==> config.mk <==
export PLATFORM = sky130hd
export DESIGN_NAME = demux_stream
export DESIGN_NICKNAME = d
export VERILOG_FILES = /design/src/rtl/demux_pkg.sv /design/src/rtl/demux_stream_slot.sv /design/src/rtl/demux_stream.sv
export SDC_FILE = /design/constraint.sdc
export NUM_CORES = 1
export LEC_CHECK = 0
export BUFFER_PORTS_ARGS = -buffer_cell sky130_fd_sc_hd__buf_2
export CORE_AREA = 2 2 102 104
export CTS_CLUSTER_DIAMETER = 80
export DETAILED_ROUTE_END_ITERATION = 8
export DIE_AREA = 0 0 104 106
export PLACE_DENSITY_LB_ADDON = 0.1
export SKIP_CTS_REPAIR_TIMING = 1
export SYNTH_ARGS = -nofsm -noshare
export SYNTH_HDL_FRONTEND = slang
export SYNTH_SLANG_ARGS = --single-unit
export TNS_END_PERCENT = 20
==> constraint.sdc <==
create_clock -name clk -period 1.5 [get_ports clk]
set_input_delay 0.075 -clock clk [delete_from_list [all_inputs] [get_ports clk]]
set_output_delay 0.075 -clock clk [all_outputs]
set_load 0.005 [all_outputs]
==> src/rtl/demux_pkg.sv <==
// ============================================================================
// Module   : demux_pkg
// Brief    : Shared defaults, counter type and saturating increment for the
//            demux_stream slice (counters enabled by DEMUX_STREAM_CNT_EN).
// Revision : 1.0
// ============================================================================
`default_nettype none

package demux_pkg;

  localparam int DEMUX_DATA_W_DEF = 8;
  localparam int DEMUX_N_CH_DEF   = 8;
  localparam int DEMUX_CNT_W      = 16;

  typedef logic [DEMUX_CNT_W-1:0] demux_cnt_t;

  // Counters stick at all-ones rather than wrapping back to zero.
  function automatic demux_cnt_t sat_inc(input demux_cnt_t v);
    return (v == '1) ? v : demux_cnt_t'(v + demux_cnt_t'(1));
  endfunction

endpackage : demux_pkg

`default_nettype wire

==> src/rtl/demux_stream_slot.sv <==
// ============================================================================
// Module   : demux_stream_slot
// Brief    : One-entry holding register for a single demux output channel,
//            with an optional saturating transfer counter (DEMUX_STREAM_CNT_EN).
// Revision : 1.0
// ============================================================================
`default_nettype none

module demux_stream_slot
  import demux_pkg::*;
#(
  parameter int DATA_W = DEMUX_DATA_W_DEF
) (
  input  logic              clk,
  input  logic              rst,
  input  logic              load,
  input  logic [DATA_W-1:0] din,
  input  logic              ready,
  output logic              valid,
  output logic [DATA_W-1:0] dout,
  output demux_cnt_t        cnt
);

  logic              valid_q, valid_d;
  logic [DATA_W-1:0] data_q,  data_d;

  // A load on the same edge as a consume wins, so the slot stays full.
  // The data register is zeroed when the slot empties, keeping idle outputs at 0.
  always_comb begin
    valid_d = valid_q;
    data_d  = data_q;
    if (load) begin
      valid_d = 1'b1;
      data_d  = din;
    end else if (valid_q && ready) begin
      valid_d = 1'b0;
      data_d  = '0;
    end
  end

  always_ff @(posedge clk) begin
    if (rst) begin
      valid_q <= 1'b0;
      data_q  <= '0;
    end else begin
      valid_q <= valid_d;
      data_q  <= data_d;
    end
  end

  assign valid = valid_q;
  assign dout  = data_q;

`ifdef DEMUX_STREAM_CNT_EN
  demux_cnt_t cnt_q, cnt_d;

  always_comb begin
    cnt_d = cnt_q;
    if (load) begin
      cnt_d = sat_inc(cnt_q);
    end
  end

  always_ff @(posedge clk) begin
    if (rst) begin
      cnt_q <= '0;
    end else begin
      cnt_q <= cnt_d;
    end
  end

  assign cnt = cnt_q;
`else
  assign cnt = '0;
`endif

endmodule : demux_stream_slot

`default_nettype wire

==> src/rtl/demux_stream.sv <==
// ============================================================================
// Module   : demux_stream
// Brief    : Routes a valid/ready input stream to one of N_CH one-entry output
//            slots; out-of-range selects are dropped and flagged on sel_err.
//            Per-channel transfer counters exist only with DEMUX_STREAM_CNT_EN.
// Revision : 1.0
// ============================================================================
`default_nettype none

module demux_stream
  import demux_pkg::*;
#(
  parameter int DATA_W = DEMUX_DATA_W_DEF,
  parameter int N_CH   = DEMUX_N_CH_DEF,
  parameter int SEL_W  = $clog2(N_CH)
) (
  input  logic                        clk,
  input  logic                        rst,
  input  logic [DATA_W-1:0]           in_data,
  input  logic [SEL_W-1:0]            in_sel,
  input  logic                        in_valid,
  output logic                        in_ready,
  output logic [N_CH*DATA_W-1:0]      out_data,
  output logic [N_CH-1:0]             out_valid,
  input  logic [N_CH-1:0]             out_ready,
  output logic                        sel_err,
  output logic [N_CH*DEMUX_CNT_W-1:0] xfer_cnt
);

  logic [N_CH-1:0] sel_hit;
  logic            sel_ok;
  logic            slot_ready;
  logic [N_CH-1:0] load;
  logic            sel_err_q, sel_err_d;

  // Only the addressed channel's state feeds in_ready; a select that matches
  // no channel leaves slot_ready at 1 so the word is swallowed.
  always_comb begin
    sel_hit    = '0;
    slot_ready = 1'b1;
    for (int k = 0; k < N_CH; k++) begin
      if (in_sel == SEL_W'(k)) begin
        sel_hit[k] = 1'b1;
        slot_ready = !out_valid[k] || out_ready[k];
      end
    end
  end

  assign sel_ok   = |sel_hit;
  assign in_ready = slot_ready;
  assign load     = (in_valid && slot_ready) ? sel_hit : '0;

  always_comb begin
    sel_err_d = in_valid && !sel_ok;
  end

  always_ff @(posedge clk) begin
    if (rst) begin
      sel_err_q <= 1'b0;
    end else begin
      sel_err_q <= sel_err_d;
    end
  end

  assign sel_err = sel_err_q;

  for (genvar k = 0; k < N_CH; k++) begin : g_slot
    demux_stream_slot #(
      .DATA_W (DATA_W)
    ) u_slot (
      .clk   (clk),
      .rst   (rst),
      .load  (load[k]),
      .din   (in_data),
      .ready (out_ready[k]),
      .valid (out_valid[k]),
      .dout  (out_data[k*DATA_W +: DATA_W]),
      .cnt   (xfer_cnt[k*DEMUX_CNT_W +: DEMUX_CNT_W])
    );
  end

endmodule : demux_stream

`default_nettype wire

# Yosys cells after proc, flatten, opt, wreduce, memory -nomap -nowiden
# Index checks and enable logic that the tools add are counted.
word_totals:
  inputBits: 22
  register_bits: 73
  wordCells: 110
  out_inout_bits: 202
op_classes:
  eq_ne: 7
  reduce_logical: 37
  mux: 49
ops:
  columns: ["cell", "n"]
  rows:
  - ["$mux W8", 17]
  - ["$mux W1", 32]
  - ["$reduce_bool A2 Y1", 8]
  - ["$eq A3 B3 Y1 const B", 4]
  - ["$logic_and A1 B1 Y1", 10]
  - ["$logic_not A1 Y1", 9]
  - ["$logic_or A1 B1 Y1", 8]
  - ["$reduce_or A8 Y1", 1]
  - ["$eq A3 B2 Y1 const B", 2]
  - ["$eq A3 B1 Y1 const B", 1]
  - ["$logic_not A3 Y1", 1]

# Longest topological paths before layout
logic_depth:
  word_depth: 13
  mapped_depth: 5
  depth_no_buf: 3

# By module
# From an unflattened synthesis, not the netlist that was laid out.
hier_totals:
  hier_cells: 484
  area_unflattened_um2: 4350.4
by_module_without_submodules:
  columns: ["mod", "instances", "area_per_inst_um2", "cells_per_inst", "seq_area_each_um2"]
  rows:
  - ["demux_stream_slot", 8, 511.7, 56, 180.2]
  - ["demux_stream", 1, 256.5, 36, 20.0]

# Least setup slack after synthesis
# Ideal clock, no wire load.
synth_path:
  path_type: "register to output"
  start: "register g_slot[4].u_slot.valid_q"
  end: "output in_ready"
  path_slack_ns: 0.284
  path_stages_with_launch: 4
  path_buffers: 0
  required_time_ns: 1.425
  t_arrival_ns: 1.141
  cell_sequence: "dfxtp_1 nand2b_4 mux4_2 mux2_4"
synth_between:
  elab_chain_cells: 6
synth_lines:
  columns: ["item", "line", "source"]
  rows:
  - ["start: declaration", "demux_stream_slot.sv:24", "logic valid_q, valid_d;"]
  - ["start signal: assignment", "demux_stream_slot.sv:46", "valid_q <= valid_d;"]
  - ["$logic_not A1 Y1", "demux_stream.sv:44", "slot_ready = !out_valid[k] || out_ready[k];"]
  - ["$logic_or A1 B1 Y1", "demux_stream.sv:44", null]
  - ["$mux W1 (4 in series)", "demux_stream.sv:42", "if (in_sel == SEL_W'(k)) begin"]
  - ["end: declaration", "demux_stream.sv:22", "output logic in_ready,"]
# No other way between the ends.

# Worst setup path after layout
layout_path:
  start: "register g_slot[2].u_slot.valid_q"
  end: "output in_ready"
layout_between:
  elab_chain_cells: 8
layout_lines:
  columns: ["item", "line"]
  rows:
  - ["start: declaration", "demux_stream_slot.sv:24"]
  - ["start signal: assignment", "demux_stream_slot.sv:46"]
  - ["$logic_not A1 Y1", "demux_stream.sv:44"]
  - ["$logic_or A1 B1 Y1", "demux_stream.sv:44"]
  - ["$mux W1 (6 in series)", "demux_stream.sv:42"]
# No other way between the ends.

==> impl_metrics.py <==
metrics = {
    "yosys": {
        "ys_top_cells_by_area": "dfxtp_1 38%, buf_4 27%, mux2i_1 17%",
        "ys_seq_area_share_pct": 37.9,
        "synth_top_area_cell": "dfxtp_1",
        "yosysTopAreaCellShare_pct": 37.9,
        "synthCells": 410,
        "syn_area_per_cell_um2": 9.40,
        "ys_warn_count": 0,
        "ys_ff_latch": 73,
        "synth.distinct_cells": 27,
        "synth_area_mm2": 0.00385,
    },
    "timing": {
        "report.final.slew_viol_count": 0,
        "finalClockSkew_ps": 9.67,
        "fmax_mhz": 592,
        "period_needed_ps": 1690,
        "setup_viol": 1,
        "rsz0062_at_grt": "yes",
        "relSlewSlack_pct": 65.5,
        "tns_ps": -189,
        "worst_slack_ps": -189,
        "fin_crit_sh_pct": 113,
        "hold_viol_final": 0,
        "tightest_slew_ps": 518,
    },
    "grt": {
        "grt_pass1_wl_um": 12800,
        "grt_overflow": 0,
        "grt_start_max_net_pins": 20,
        "antenna_found_initial": 0,
        "grt_use_total_pct": 15.1,
        "grt_pass1_vias": 2398,
    },
    "cts": {
        "cts_buffer_depth": 2,
        "clkLatencyLatePin_ps": 340,
        "cts_buffers": 9,
        "root_buffer": "clkbuf_8",
        "clk_pin_slew_ps": 80,
        "cts_tree": "done",
        "htree_levels": 3,
        "clock_sinks": 73,
    },
    "pwr": {
        "p_total_uw": 3920,
        "peakVddDrop_uv": 446,
        "power_density_mw_per_mm2": 921,
        "p_leak_uw": 0.00227,
    },
    "die": {
        "pin_count": 224,
        "core_area_mm2": 0.0100,
        "dieWidth_um": 104,
        "die_h_um": 106,
        "dieArea_mm2": 0.0110,
        "rows": 37,
        "start_util_pct": 38.5,
    },
    "finish": {
        "nNetsFinal": 535,
        "drive_gt1_share_pct": 29.3,
        "area_growth_pct": 10.6,
        "regArea_mm2": 0.00147,
        "num_antenna_cells": 0,
        "multi_input_area_mm2": 0.00176,
        "stdcell_area_mm2": 0.00426,
        "nFillCells": 1040,
    },
    "flow_run": {
        "cap_violations": 0,
    },
    "worst_setup_path": {
        "required_ps": 1420,
        "crit_path_end_kind": "output port",
        "path_class": "reg -> out",
        "worstSetupStartpointType": "flop",
        "arrival_ps": 1610,
        "crit_fanout": 3,
    },
    "routing": {
        "drtAntennaViolNets": 0,
        "dr.pass1.iters": 4,
        "num_vias": 2590,
        "drt_wl_total_um": 8520,
        "detail_route.wl_per_cell_um": 13.0,
        "vias_per_cell": 3.96,
        "drcViolationCount": 0,
        "drtIter0Drc": 100,
    },
    "placement": {
        "portBuffers": 95,
        "place.gp.congestion": 0.719,
        "dpl.hpwl_um": 6250,
        "placed_area_mm2": 0.00402,
    },
    "run_status": {
        "violations": "setup timing",
        "status": "complete, but fails checks",
    },
    "worst_hold_path": {
        "hold_path_class": "in -> reg",
    },
}
-- state kept, by name, indices dropped and copies added (netlist names) --
register,cells
g_slot.u_slot.dout,64
g_slot.u_slot.valid,8
sel_err,1
-- layout make-up --
cell class	count	area share [%]
clock buffer	13	3.50
clock inverter	3	0.940
multi-input combinational	310	41.4
sequential	73	34.6
tap	136	4.00
timing repair buffer	119	15.5
-- critical path, stage by stage, from the launching register on --
cell and delay, ps:
dfxtp_2 370, nand2b_4 60, mux4_2 450, mux2_4 270, buf_6 120
-- cells in the final DEF (no fill, tap or decap), types with 3 or more instances in the layout --
master,count
a21oi_1,11
buf_2,94
buf_4,24
clkbuf_1,3
clkbuf_8,10
conb_1,129
dfxtp_1,65
dfxtp_2,7
mux2i_1,64
nand2_1,66
nand2b_1,13
nand2b_4,3
nor2b_1,4
-- per-stage QoR --
| step | util (%) | setup WS (ps) | instances | hold WS [ps] |
|---|---|---|---|---|
| global route | 42.6 | -250 | 654 | 28.5 |
| floorplan | - | 284 | 538 | 224 |
| CTS | 42.1 | -263 | 652 | 32.3 |
| detailed placement | 40.2 | 125 | 636 | 401 |
| global placement | 40.2 | 132 | 636 | 396 |
| finish | 42.6 | -189 | 654 | 34.8 |
-- cells by family after synthesis --
group                  after synthesis  synth area share [%]
AO/OA/AOI/OAI                       16                  2.57
buffers and inverters              155                  29.1
flip-flops                          73                  37.9
multiplexers                        67                  18.2
other                                1                0.0973
AND/OR/NAND/NOR                     98                  12.1
-- cells in the mapped netlist --
library cell,n
buf_4,140
dfxtp_1,73
nand2_1,66
mux2i_1,64
nand2b_1,15
a21oi_1,11
buf_2,6
buf_1,5
nor2b_1,4
clkbuf_1,3
a21oi_2,2
mux4_2,2
nand3_1,2
nand4b_1,2
nor2_1,2
o21ba_2,2
a31oi_1,1
and2b_1,1
buf_6,1
conb_1,1
mux2_4,1
nand2b_4,1
nand4_1,1
nor2b_2,1
nor3_1,1
nor3b_1,1
nor4b_2,1
-- where the power goes --
part	internal, uW	switching (uW)	total [uW]
Sequential	1980	23.2	2000
Combinational	146	253	400
Clock	812	709	1520
-- path summary, 6_finish.rpt --
check / start / end / slack [ps] / depth (start not counted)
worst min register to register: g_slot[5].u_slot.dout[0]$_SDFFE_PP0P_ / g_slot[5].u_slot.dout[0]$_SDFFE_PP0P_ / 460 / 2
worst max-delay path: g_slot[2].u_slot.valid$_SDFFE_PP0P_ / in_ready / -190 / 4
worst max register to register: g_slot[5].u_slot.valid$_SDFFE_PP0P_ / g_slot[5].u_slot.dout[6]$_SDFFE_PP0P_ / 150 / 5
worst min-delay path: out_ready[0] / g_slot[0].u_slot.valid$_SDFFE_PP0P_ / 30 / 3
-- per-layer routing --
layer | vias up | routed length (um) | part of all wire (%) | global-route usage [%]
li1 | 1265 | - | - | -
met5 | - | 0 | 0 | 0
met1 | 1192 | 3820 | 45 | 19.4
met2 | 127 | 3920 | 46 | 23.9
met3 | 6 | 728 | 8.5 | 6.13
met4 | 0 | 57 | 0.67 | 3.76
No activity file was read; power rests on OpenSTA's default activity.
